$ cat src/rtl/prs_tx_feeder.sv
// prs_tx_feeder
//
// Event-counting data source for the SPI slave TX path. Four asynchronous
// event lines are synchronized and rising-edge counted. The SPI slave's
// received 2-bit command selects which counter is reported. On a TX request
// the selected counter is snapshotted into a frame of the form
// {sel[1:0], seq[1:0], cnt[sel]}, presented with a valid flag, and the
// snapshotted counter and its overflow flag are cleared.
//
// Optional build macro:
//   PRS_FEEDER_SAT_EN - counters saturate at all-ones instead of wrapping.
//                       Either way, o_ovf is set when a counter would pass
//                       all-ones.
//
// Parameters:
//   CNT_BITS     width of each event counter (frame is CNT_BITS+4 wide)
//   SYNC_STAGES  synchronizer depth for i_evt and i_rx_valid (must be >= 2)
//
// Ports:
//   i_clk       system clock (same clock as the SPI slave FSM)
//   i_rst       asynchronous active-high reset
//   i_evt       asynchronous event inputs, one per channel
//   i_tx_req    TX data request from the slave
//   o_tx_word   frame to the slave
//   o_tx_valid  frame valid to the slave
//   i_rx_cmd    received channel command (SCK domain, stable when sampled)
//   i_rx_valid  received command valid (SCK domain)
//   o_sel       currently selected channel
//   o_ovf       per-channel sticky overflow flags

module prs_tx_feeder #(
  parameter int CNT_BITS    = 12,
  parameter int SYNC_STAGES = 2
) (
  input  logic                  i_clk,
  input  logic                  i_rst,
  input  logic [3:0]            i_evt,
  input  logic                  i_tx_req,
  output logic [CNT_BITS+3:0]   o_tx_word,
  output logic                  o_tx_valid,
  input  logic [1:0]            i_rx_cmd,
  input  logic                  i_rx_valid,
  output logic [1:0]            o_sel,
  output logic [3:0]            o_ovf
);

  localparam logic [1:0] IDLE = 2'd0;
  localparam logic [1:0] LOAD = 2'd1;
  localparam logic [1:0] HOLD = 2'd2;

  logic [3:0]            evt_sync [SYNC_STAGES];
  logic [3:0]            evt_prev;
  logic [3:0]            evt_rise;
  logic [SYNC_STAGES-1:0] rxv_sync;
  logic                  rxv_prev;
  logic                  rxv_rise;

  logic [CNT_BITS-1:0]   cnt [4];
  logic [3:0]            ovf;
  logic [1:0]            sel;
  logic [1:0]            seq;
  logic [1:0]            state;
  logic                  snap;

  // Event synchronizers plus one extra flop for rising-edge detection.
  always_ff @(posedge i_clk or posedge i_rst) begin
    if (i_rst) begin
      for (int s = 0; s < SYNC_STAGES; s++) evt_sync[s] <= '0;
      evt_prev <= '0;
    end else begin
      evt_sync[0] <= i_evt;
      for (int s = 1; s < SYNC_STAGES; s++) evt_sync[s] <= evt_sync[s-1];
      evt_prev <= evt_sync[SYNC_STAGES-1];
    end
  end

  assign evt_rise = evt_sync[SYNC_STAGES-1] & ~evt_prev;

  // The command valid crosses from the SCK domain the same way. The command
  // bits themselves are sampled unsynchronized: the SCK period is slow enough
  // that they have been stable for several cycles by the time the
  // synchronized valid edge appears.
  always_ff @(posedge i_clk or posedge i_rst) begin
    if (i_rst) begin
      rxv_sync <= '0;
      rxv_prev <= 1'b0;
      sel      <= 2'd0;
    end else begin
      rxv_sync <= {rxv_sync[SYNC_STAGES-2:0], i_rx_valid};
      rxv_prev <= rxv_sync[SYNC_STAGES-1];
      if (rxv_rise) sel <= i_rx_cmd;
    end
  end

  assign rxv_rise = rxv_sync[SYNC_STAGES-1] & ~rxv_prev;

  // Snapshot happens on the LOAD cycle only if the request is still held.
  assign snap = (state == LOAD) && i_tx_req;

  // Counters. On the snapshot cycle the selected counter restarts from the
  // concurrent edge (if any), so an edge coinciding with the snapshot lands
  // in the next frame rather than being lost.
  always_ff @(posedge i_clk or posedge i_rst) begin
    if (i_rst) begin
      for (int n = 0; n < 4; n++) cnt[n] <= '0;
      ovf <= '0;
    end else begin
      for (int n = 0; n < 4; n++) begin
        if (snap && (sel == 2'(n))) begin
          cnt[n] <= evt_rise[n] ? CNT_BITS'(1) : '0;
          ovf[n] <= 1'b0;
        end else if (evt_rise[n]) begin
          if (cnt[n] == '1) begin
            ovf[n] <= 1'b1;
`ifdef PRS_FEEDER_SAT_EN
            cnt[n] <= cnt[n];
`else
            cnt[n] <= '0;
`endif
          end else begin
            cnt[n] <= cnt[n] + 1'b1;
          end
        end
      end
    end
  end

  // Request FSM and frame register. The valid flag is registered from the
  // state, so it rises one cycle after entering HOLD (frame already stable)
  // and falls one cycle after the FSM leaves HOLD.
  always_ff @(posedge i_clk or posedge i_rst) begin
    if (i_rst) begin
      state      <= IDLE;
      seq        <= 2'd0;
      o_tx_word  <= '0;
      o_tx_valid <= 1'b0;
    end else begin
      o_tx_valid <= (state == HOLD);
      case (state)
        IDLE: begin
          if (i_tx_req) state <= LOAD;
        end
        LOAD: begin
          if (i_tx_req) begin
            o_tx_word <= {sel, seq, cnt[sel]};
            seq       <= seq + 1'b1;
            state     <= HOLD;
          end else begin
            state <= IDLE;
          end
        end
        HOLD: begin
          if (!i_tx_req) state <= IDLE;
        end
        default: state <= IDLE;
      endcase
    end
  end

  assign o_sel = sel;
  assign o_ovf = ovf;

endmodule

$ cat config.mk
export PLATFORM = sky130hd
export DESIGN_NAME = prs_tx_feeder
export DESIGN_NICKNAME = d
export VERILOG_FILES = /design/src/rtl/prs_tx_feeder.sv
export SDC_FILE = /design/constraint.sdc
export NUM_CORES = 1
export LEC_CHECK = 0
export CAP_MARGIN = 20
export CORE_MARGIN = 10
export CORE_UTILIZATION = 53
export DETAILED_ROUTE_END_ITERATION = 16
export HOLD_SLACK_MARGIN = 0.08
export PLACE_DENSITY = 0.85
export SYNTH_ARGS = -nofsm -noshare
export SYNTH_HDL_FRONTEND = slang
export SYNTH_SLANG_ARGS = --single-unit
$ cat constraint.sdc
create_clock -name i_clk -period 2.9 [get_ports i_clk]
set_clock_uncertainty 0.15 [all_clocks]
set_input_delay 0.435 -clock i_clk [delete_from_list [all_inputs] [get_ports i_clk]]
set_output_delay 0.435 -clock i_clk [all_outputs]
set_load 0.02 [all_outputs]
==> summary.md <==
| Metric | Value |
|---|---|
| Status | `finished, final reports clean` |
| Layout Nets | `459` |
| Slew Limit Fails | `0` |
| DIE AREA | `~0.012 sq mm` |
| Clock sinks | `90` |
| Period Utilization, post-route | `0.762` |
| CTS tree | `yes` |
| Gpl congestion | `0.902` |
| Register bit count reported by yosys | `90` |
| Synthesized instance count | `405` |
| Library cells used by synthesis | `48` |
| Die X | `111 microns` |
| Routed Wire Length | `10200 microns` |
| Final Power | `~4.2 mW` |
| Final Hold Viols | `0` |
| Fraction of registers with async set/reset | `1.00` |
| First-pass GRT wire length | `17200 microns` |
| Post-CTS resize count | `0` |
| Worst-path clk slew | `about 0.090 ns` |
| Crit path kind | `reg2out` |
| CP max stage cell | `clkdlybuf4s50_1` |
| Clock buffer depth | `2` |
| Cell taking the most area after synthesis | `dfrtp_1` |
| Post-synth EDFFs | `0` |
| Placement Rows | `33` |
| Leakage | `2.10 nW` |
| Primary FF master, synth | `dfrtp_1` |
| CTS H-Tree Depth | `3` |
| Ant diodes | `0` |
| Worst Hold Class | `reg2reg` |
| Critical path's largest stage delay | `0.68 ns` |
| Crit end category | `output pin` |
| Critical Path RT | `2.32 ns` |
| Slew margin rel. | `0.420` |
| Final setup viols | `0` |
| Via count | `approximately 3600` |
| Vias/cell | `between 6 and 7` |
| Share of layout cells above drive strength 1 | `0.142` |
| Chip Height | `about 110 microns` |
| Sequential area share after synthesis | `0.515` |
| Setup WS post-layout | `0.690 ns` |
| Yosys warns | `0` |
| Setup Buffers After CTS | `0` |
| Maximum VDD drop | `roughly 350 uV` |
| Crit path max-delay family | `buffers and inverters` |
| Post-Syn Nets | `419` |
| Total negative slack | `0 ns` |
| CP Cell Sequence | `clkdlybuf4s50_1` |
| Max_cap viols | `0` |
| Syn Std Cell Area | `0.00437 sq mm` |
| Io pins | `33` |
| Top area cells in the synthesized netlist | `dfrtp_1 (52%), mux4_2 (5.7%), mux2_2 (4.1%)` |
| DR WL/cell | `18.5 microns` |
| Core area | `0.00813 sq mm` |
| TritonRoute pass-1 iters | `5` |
| Pin count of the biggest net entering global routing | `36` |
| Filler cells | `621` |
| Post-DP HPWL | `7430 microns` |
| GRT Total Usage | `0.167` |
| Power Density | `about 810 mW/mm^2` |
| Drc violations | `0` |
| Tmin final | `2.21 ns` |
| Area grow syn2layout | `17.3%` |
| Port bufs | `32` |
| Slew of the pin with the lowest slew margin | `0.870 ns` |
| Initial Util | `0.538` |
| Antenna violations before repair | `0` |
| Final ANT Viol Nets | `0` |
| Pre-CTS setup slack | `0.422 ns` |
| Gr ovfl total | `0` |
| Total CTS buffers | `9` |
| Clk_lat worst skew | `0.36 ns` |
| Kind of start point of the critical path | `register` |
| WP data arrival | `between 1.5 and 2 ns` |
| Top-area cell type share of the netlist area | `0.515` |
| WP buf/inv | `1` |
| Hold buffers post-CTS | `0` |
| Drt first-iter violations | `341` |
| Syn Area/Cell | `between 10 and 15 sq um` |
| Fmax | `around 450 MHz` |
| Vias in the first global route | `3456` |
| Root buffer cell | `clkbuf_8` |
| CP max FO | `10` |
| Unrepaired setup endpoints after global routing | `no` |
[metrics by stage]
step	util	hold slack [ns]	area, sq um	cells
final	0.631	0.207	5130	555
after floorplan	-	0.181	4380	405
after global placement	0.597	0.183	4860	539
after global routing	0.631	0.212	5130	555
after detailed placement	0.597	0.186	4860	539
after CTS	0.631	0.207	5130	555
[final timing paths]
| path | start | end | slack [ns] | cells after the start |
|---|---|---|---|---|
| setup / recovery | o_sel[0]$_DFFE_PP0P_ | o_sel[0] | 0.69 | 1 |
| hold / removal | evt_sync[4]$_DFF_PP0_ | evt_sync[0]$_DFF_PP0_ | 0.21 | 0 |
| setup reg to reg | o_sel[0]$_DFFE_PP0P_ | cnt[7]$_DFFE_PP0P_ | 0.77 | 4 |
| hold reg to reg | evt_sync[4]$_DFF_PP0_ | evt_sync[0]$_DFF_PP0_ | 0.21 | 0 |
| max in group asynchronous | i_rst | cnt[5]$_DFFE_PP0P_ | 1.59 | 3 |
| min in group asynchronous | i_rst | evt_sync[2]$_DFF_PP0_ | 0.36 | 2 |
[synthesized netlist by cell type (all sizes together) (7+ instances only)]
library cell   n
dfrtp         90
nand2         37
a21oi         33
nand3         25
nor2          19
o21ai         17
or3           17
mux2          16
mux4          12
or4           12
nand4         11
o31ai         11
inv           10
xnor2          9
nor2b          8
buf            7
clkbuf         7
[registers in the layout, indices dropped and copies added, names as in the netlist]
register    cells
rxv_prev        1
o_ovf           4
rxv_sync        2
o_sel           2
evt_sync        8
o_tx_valid      1
cnt            48
evt_prev        4
o_tx_word      16
seq             2
state           2
[per-layer routing]
layer | routed length [microns] | track usage | up-vias
met4 | 348 | 0.0720 | 0
met2 | 5030 | 0.268 | 174
met1 | 4080 | 0.203 | 1763
met3 | 782 | 0.0514 | 24
met5 | 0 | 0 | -
li1 | - | - | 1597
[where the power goes]
part	internal [mW]	total [mW]	switching, mW
sequential	1.56	1.94	0.384
clock	0.686	1.14	0.458
combinational	0.556	1.08	0.524
total	2.80	4.17	1.37
[kinds of logic (layout without fill, tap and decap cells)]
group	Yosys count	count (layout)	share of synthesized area
compound gates	81	81	0.113
buf+inv	24	69	0.0237
mux	28	28	0.104
simple gates	164	164	0.205
fa+ha+maj	4	4	0.0114
flops	90	90	0.515
xor+xnor	14	14	0.0280
[cell type report]
class	instances	area [sq um]	share of cell area
well taps	105	131	0.0256
multi-input cells	291	2020	0.393
clock inverters	6	136	0.0266
clock buffers	10	138	0.0268
flip-flops and latches	90	2250	0.439
inverters	10	41.3	0.00805
repair buffers	43	415	0.0810
[cell usage in the layout (no fill, tap or decap), types with 2 or more instances in the layout]
cell type and count:
clkbuf_8 10, nand4_1 11, bufinv_16 4, o31ai_1 10, and4_1 4, xor2_1 5
a22o_1 3, nor2b_1 8, buf_4 10, and3_1 6, inv_1 9, nor2_1 19
nand3_1 25, or4_1 11, a31oi_1 4, a21oi_1 33, xnor2_1 9, mux4_2 11
or3_1 16, nor3_1 6, o21a_1 3, o211ai_1 4, nand2_1 37, or2_2 2
clkinvlp_4 2, nor4_1 5, a21o_1 2, clkdlybuf4s50_1 32, dfrtp_1 90, nor3b_1 2
ha_1 4, mux2_2 16, o21ai_0 16, nand2b_1 3
(Power assumes the default switching activity.)
